<file path="src/rtl/i2s_rx.sv">
// i2s_rx: I2S receiver running entirely in the scki domain.
// bck, lrck and adata are oversampled through synchroniser chains. The
// bck rising edges are detected, and MSB-first DATA_WIDTH-bit words are
// deserialised and paired into left/right samples. Each complete pair is
// presented on a valid/ready port.
// Ports:
//   scki        - system clock, all logic on the rising edge
//   rst         - asynchronous active-low reset
//   bck         - I2S bit clock (asynchronous, <= scki/4)
//   lrck        - I2S word select
//   adata       - I2S serial data, sampled on bck rising edge
//   i_ready     - downstream accepts the current pair
//   o_left      - left sample of the current pair
//   o_right     - right sample of the current pair
//   o_valid     - pair available, held until accepted
//   o_overrun   - one-cycle pulse: unaccepted pair overwritten
//   o_frame_err - one-cycle pulse: slot ended before DATA_WIDTH bits
module i2s_rx #(
    parameter int   DATA_WIDTH  = 24,
    parameter int   SYNC_STAGES = 2,
    parameter logic LEFT_LRCK   = 1'b0
) (
    input  logic                  scki,
    input  logic                  rst,
    input  logic                  bck,
    input  logic                  lrck,
    input  logic                  adata,
    input  logic                  i_ready,
    output logic [DATA_WIDTH-1:0] o_left,
    output logic [DATA_WIDTH-1:0] o_right,
    output logic                  o_valid,
    output logic                  o_overrun,
    output logic                  o_frame_err
);

    localparam int CNT_W = $clog2(DATA_WIDTH + 1);
    localparam logic [CNT_W-1:0] CNT_LAST = CNT_W'(DATA_WIDTH - 1);
    localparam logic [CNT_W-1:0] CNT_FULL = CNT_W'(DATA_WIDTH);

    typedef enum logic [1:0] {
        ST_IDLE  = 2'd0,
        ST_DELAY = 2'd1,
        ST_SHIFT = 2'd2,
        ST_PAD   = 2'd3
    } state_t;

    logic [SYNC_STAGES-1:0] bck_sync_r, lrck_sync_r, adata_sync_r;
    logic                   bck_q_s, lrck_q_s, adata_q_s;
    logic                   bck_prev_r, rise_r, lrck_smp_r, adata_smp_r;
    logic                   lrck_prev_r, ref_valid_r, slot_lrck_r;
    logic                   boundary_s;
    state_t                 state_r, state_nxt_s;
    logic                   shift_en_s, clr_cnt_s, done_s, short_s;
    logic [CNT_W-1:0]       cnt_r;
    logic [DATA_WIDTH-1:0]  shift_r, word_r, left_hold_r;
    logic                   word_done_r, word_left_r, left_held_r;
    logic                   pair_load_s;

    assign bck_q_s   = bck_sync_r[SYNC_STAGES-1];
    assign lrck_q_s  = lrck_sync_r[SYNC_STAGES-1];
    assign adata_q_s = adata_sync_r[SYNC_STAGES-1];

    // Synchroniser chains for the three asynchronous I2S inputs
    always_ff @(posedge scki or negedge rst) begin
        if (!rst) begin
            bck_sync_r   <= '0;
            lrck_sync_r  <= '0;
            adata_sync_r <= '0;
        end else begin
            bck_sync_r   <= {bck_sync_r[SYNC_STAGES-2:0], bck};
            lrck_sync_r  <= {lrck_sync_r[SYNC_STAGES-2:0], lrck};
            adata_sync_r <= {adata_sync_r[SYNC_STAGES-2:0], adata};
        end
    end

    // bck rising-edge strobe, registered together with the lrck/adata sample it qualifies
    always_ff @(posedge scki or negedge rst) begin
        if (!rst) begin
            bck_prev_r  <= 1'b0;
            rise_r      <= 1'b0;
            lrck_smp_r  <= 1'b0;
            adata_smp_r <= 1'b0;
        end else begin
            bck_prev_r  <= bck_q_s;
            rise_r      <= bck_q_s & ~bck_prev_r;
            lrck_smp_r  <= lrck_q_s;
            adata_smp_r <= adata_q_s;
        end
    end

    // A boundary needs a reference lrck from an earlier bck edge.
    // Without one, the first edge after reset could look like a spurious slot start.
    assign boundary_s = rise_r & ref_valid_r & (lrck_smp_r != lrck_prev_r);

    // FSM state register
    always_ff @(posedge scki or negedge rst) begin
        if (!rst) begin
            state_r <= ST_IDLE;
        end else begin
            state_r <= state_nxt_s;
        end
    end

    // FSM next-state logic, advancing only on bck edges
    always_comb begin
        state_nxt_s = state_r;
        if (rise_r) begin
            case (state_r)
                ST_IDLE:  if (boundary_s) state_nxt_s = ST_DELAY; else state_nxt_s = ST_IDLE;
                ST_DELAY: if (boundary_s) state_nxt_s = ST_DELAY; else state_nxt_s = ST_SHIFT;
                ST_SHIFT: begin
                    if (boundary_s)             state_nxt_s = ST_DELAY;
                    else if (cnt_r == CNT_LAST) state_nxt_s = ST_PAD;
                    else                        state_nxt_s = ST_SHIFT;
                end
                ST_PAD:   if (boundary_s) state_nxt_s = ST_DELAY; else state_nxt_s = ST_PAD;
                default:  state_nxt_s = ST_IDLE;
            endcase
        end else begin
            state_nxt_s = state_r;
        end
    end

    // FSM control strobes. DELAY has already swallowed the delay bit, so its edge carries the MSB.
    always_comb begin
        shift_en_s = 1'b0;
        clr_cnt_s  = 1'b0;
        done_s     = 1'b0;
        short_s    = 1'b0;
        if (rise_r) begin
            case (state_r)
                ST_IDLE:  clr_cnt_s = boundary_s;
                ST_DELAY, ST_SHIFT: begin
                    if (boundary_s) begin
                        short_s   = 1'b1;
                        clr_cnt_s = 1'b1;
                    end else begin
                        shift_en_s = 1'b1;
                        done_s     = (state_r == ST_SHIFT) && (cnt_r == CNT_LAST);
                    end
                end
                ST_PAD:   clr_cnt_s = boundary_s;
                default:  clr_cnt_s = 1'b0;
            endcase
        end else begin
            shift_en_s = 1'b0;
        end
    end

    // Deserialiser datapath: lrck history, shift register, saturating bit counter
    always_ff @(posedge scki or negedge rst) begin
        if (!rst) begin
            lrck_prev_r <= 1'b0;
            ref_valid_r <= 1'b0;
            slot_lrck_r <= 1'b0;
            cnt_r       <= '0;
            shift_r     <= '0;
        end else begin
            if (rise_r) begin
                lrck_prev_r <= lrck_smp_r;
                ref_valid_r <= 1'b1;
            end
            if (boundary_s) slot_lrck_r <= lrck_smp_r;
            if (clr_cnt_s) cnt_r <= '0;
            else if (shift_en_s && (cnt_r != CNT_FULL)) cnt_r <= cnt_r + CNT_W'(1);
            if (shift_en_s) shift_r <= {shift_r[DATA_WIDTH-2:0], adata_smp_r};
        end
    end

    // Completed-word stage and the frame-error pulse
    always_ff @(posedge scki or negedge rst) begin
        if (!rst) begin
            word_done_r <= 1'b0;
            word_left_r <= 1'b0;
            word_r      <= '0;
            o_frame_err <= 1'b0;
        end else begin
            word_done_r <= done_s;
            o_frame_err <= short_s;
            if (done_s) begin
                word_r      <= {shift_r[DATA_WIDTH-2:0], adata_smp_r};
                word_left_r <= (slot_lrck_r == LEFT_LRCK);
            end
        end
    end

    // A right word only forms a pair when a left word is already held
    assign pair_load_s = word_done_r & ~word_left_r & left_held_r;

    // Pairing and output handshake; a freshly loaded pair outranks a transfer
    always_ff @(posedge scki or negedge rst) begin
        if (!rst) begin
            left_hold_r <= '0;
            left_held_r <= 1'b0;
            o_left      <= '0;
            o_right     <= '0;
            o_valid     <= 1'b0;
            o_overrun   <= 1'b0;
        end else begin
            o_overrun <= 1'b0;
            if (short_s) begin
                left_held_r <= 1'b0;
            end else if (word_done_r && word_left_r) begin
                left_hold_r <= word_r;
                left_held_r <= 1'b1;
            end else if (pair_load_s) begin
                left_held_r <= 1'b0;
            end
            if (pair_load_s) begin
                o_left    <= left_hold_r;
                o_right   <= word_r;
                o_valid   <= 1'b1;
                o_overrun <= o_valid & ~i_ready;
            end else if (o_valid && i_ready) begin
                o_valid <= 1'b0;
            end
        end
    end

endmodule

</file>
<file path="config.mk">
export PLATFORM = sky130hd
export DESIGN_NAME = i2s_rx
export DESIGN_NICKNAME = d
export VERILOG_FILES = /design/src/rtl/i2s_rx.sv
export SDC_FILE = /design/constraint.sdc
export NUM_CORES = 1
export LEC_CHECK = 0
export CORE_ASPECT_RATIO = 2
export CORE_UTILIZATION = 45
export CTS_CLUSTER_SIZE = 30
export DETAILED_ROUTE_END_ITERATION = 6
export PLACE_DENSITY = 0.66
export SYNTH_ARGS = -nofsm -noshare
export SYNTH_HDL_FRONTEND = slang
export SYNTH_SLANG_ARGS = --single-unit
</file>
<file path="constraint.sdc">
create_clock -name scki -period 2.5 [get_ports scki]
set_clock_uncertainty 0.05 [all_clocks]
set_input_delay 0.25 -clock scki [delete_from_list [all_inputs] [get_ports scki]]
set_output_delay 0.25 -clock scki [all_outputs]
set_load 0.02 [all_outputs]
</file>
==> reports/qor.yml <==
status:
  status: "finished clean"
floorplan:
  die_w_um: 80.96
  die_y_um: 159.9
  num_rows: 57
  core-area_sq_um: 12120
  initial_core_util_pct: 46.27
  pin_count: 57
  die_area_sq_um: 12950
timing:
  finalSetupTns_ns: 0
  worst_pin_slew_ns: 0.6024
  setup_violations: 0
  min_period_over_period_pct: 83.27
  timing.slew.headroom_pct: 59.60
  fin_crit_ns: 2.082
  clock.fmax_mhz: 480.4
  hold_viol: 0
  rsz0062_at_grt: "false"
  drv_slew: 0
  fin_ws_ns: 0.4183
global_routing:
  grt_pass1_vias: 3286
  grt_remaining_overflow: 0
  grt_pass1_wl_um: 16270
  antenna_found_initial: 0
  grtUsageTotal_pct: 16.80
  grt_max_degree: 74
worst_setup_path:
  rrSetupSlack_ns: 0.42
  startpoint_type: "flop"
  crit_type: "reg -> reg"
  required_ns: 2.73
  path_max_fanout: 26
  timing.rr.end: "word_r[13]$_DFFE_PN0P_"
  crit_path_end_kind: "flop"
  ff2ff_path_depth: 6
  arrival_ns: 2.31
  regToRegStartpoint: "state_r[0]$_DFFE_PN0P_"
synth:
  ys_async_sr_fraction_pct: 100.0
  yosysWarnings: 0
  synth_edf_count: 0
  synth_area_sq_um: 5610
  synthesis.nets: 347
  synth-seq-cells: 145
  synth_ff_type: "dfrtp_1"
  syn_inst: 335
  avgSynthCellArea_sq_um: 16.75
  ys_types: 31
  ys_seq_area_share_pct: 64.67
hold_path:
  min_to: "lrck_sync_r[0]$_DFF_PN0_"
  holdPathStages: 1
  hold_path.startpoint: "lrck"
  hold_path.class: "in -> reg"
cells_and_area:
  final_nets: 416
  syn2layout_area_growth_pct: 24.91
  final-seq-area_sq_um: 3628
  antennaDiodeCount: 0
  drive_gt1_share_pct: 39.18
  fill_cells: 978
  multi_input_area_sq_um: 1886
drt:
  drt-total-wl_um: 9107
  vias: 2912
  wl_met1_um: 3599
  firstDrtPassIters: 5
  wl_met2_um: 5084
  drt_iter0_markers: 155
  drc: 0
  post_drt_wl_per_cell_um: 16.18
  wl_met3_um: 262
  drtAntennaViolNets: 0
  via_per_inst: 5.172
  topRoutingLayerUsed: "met4"
job:
  cap_violations: 0
power:
  power_leakage_nw: 3.488
  power_density_nw_per_um2: 785.3
  peakVddDrop_mv: 0.5222
clocking:
  cts_buffer_depth: 2
  clk_latency_ns: 0.41
  numCtsBuffers: 17
  cts_root_buf: "clkbuf_16"
  htree_num_levels: 4
  clock-sinks: 145
  cts_tree: "yes"
  cts.clk_slew.worst_paths_ns: 0.06
placed_design:
  io_buffers: 56
  dp_hpwl_um: 5926
  pre_cts_ws_ns: 0.4058
  globalplace.congestion: 0.7557
## area by class of cell
type	instances	share of cell area [%]
Clock buffer	18	6.124
Timing Repair Buffer	62	9.230
Inverter	6	0.3214
Tap cell	147	2.625
Clock inverter	13	3.017
Multi-Input combinational cell	172	26.91
Sequential cell	145	51.78
## cell families after synthesis
logic type	Yosys count	synth area share, %
AO/OA/AOI/OAI	8	1.115
XOR/XNOR	2	0.4461
adder cells (fa/ha/maj)	6	1.338
buffers and inverters	18	1.806
flip-flops	145	64.67
multiplexers	124	27.34
AND/OR/NAND/NOR	32	3.278
## worst max-delay path by stage
| stage | start | to | slack [ns] | cells after the start |
|---|---|---|---|---|
| after CTS | state_r[0]$_DFFE_PN0P_ | word_r[13]$_DFFE_PN0P_ | 0.40 | 6 |
| after global placement | state_r[0]$_DFFE_PN0P_ | word_r[10]$_DFFE_PN0P_ | 0.47 | 6 |
| final | state_r[0]$_DFFE_PN0P_ | word_r[13]$_DFFE_PN0P_ | 0.42 | 6 |
| after detailed placement | state_r[0]$_DFFE_PN0P_ | word_r[13]$_DFFE_PN0P_ | 0.41 | 6 |
| after floorplan | state_r[0]$_DFFE_PN0P_ | word_r[10]$_DFFE_PN0P_ | 0.66 | 7 |
| after global routing | state_r[1]$_DFFE_PN0P_ | word_r[16]$_DFFE_PN0P_ | 0.30 | 6 |
## sequential cells by signal, indices dropped and copies added (netlist names), 2 cells and up
signal,count
o_right,24
o_left,24
cnt_r,5
state_r,2
bck_sync_r,2
lrck_sync_r,2
adata_sync_r,2
shift_r,23
left_hold_r,24
word_r,24
## report_power, final
part / internal (W) / switching [W] / leakage (nW) / total [W]
clock network: 0.00177 / 0.000935 / 0.310 / 0.00271
registers: 0.00244 / 0.0000742 / 1.99 / 0.00251
logic: 0.000127 / 0.000160 / 1.19 / 0.000287
total: 0.00433 / 0.00117 / 3.49 / 0.00550
## stage by stage
stage,hold slack (ns),instances,total power (W),utilization [%],cell area (sq um)
CTS,0.2137,563,0.005579,57.80,7008
finish,0.2337,563,0.005503,57.80,7008
floorplan,-0.09559,335,0.002717,-,5610
detailed placement,0.1242,531,0.002842,52.44,6357
global route,0.2191,563,0.005739,57.80,7008
global placement,0.1145,531,0.002818,52.44,6357
## what timing repair did
action,4_1_cts,5_1_grt
endpoints found under the hold margin,35,0
resized for setup,0,0
setup buffers,0,0
hold buffers,1,0
## layout by cell type, fill, tap and decap left out, drive strengths merged, types with 2 or more instances in the layout
cell	n
dfrtp	145
nand4	2
clkinv	6
nor3	2
nand2b	2
nor2b	2
mux2i	4
buf	6
mux2	120
inv	7
clkdlybuf4s50	55
a21oi	3
ha	6
nand2	11
nand3	4
and3	2
clkbuf	18
bufinv	5
nor2	4
## per-layer routing
| metal | vias to the layer above | GRT usage [%] |
|---|---|---|
| met5 | - | 0 |
| met4 | 0 | 7.062 |
| met3 | 14 | 4.629 |
| met2 | 57 | 28.23 |
| met1 | 1538 | 19.69 |
| li1 | 1303 | - |
## critical path, stage by stage (launching register included)
cell and delay (ns):
dfrtp_1 0.39, inv_1 0.08, ha_1 0.30, nand2_1 0.11
a21oi_4 0.17, nand3_4 0.41, mux2_4 0.45
## cells in the mapped netlist (all sizes together), types with 2 or more instances
library cell / count / area share, %
a21oi: 3 / 0.47
and3: 2 / 0.22
buf: 12 / 1.4
dfrtp: 145 / 65
ha: 6 / 1.3
inv: 6 / 0.40
mux2: 120 / 27
mux2i: 4 / 0.71
nand2: 11 / 0.74
nand2b: 2 / 0.22
nand3: 4 / 0.58
nand4: 2 / 0.22
nor2: 4 / 0.40
nor2b: 2 / 0.22
nor3: 2 / 0.18
(Power assumes the default switching activity.)
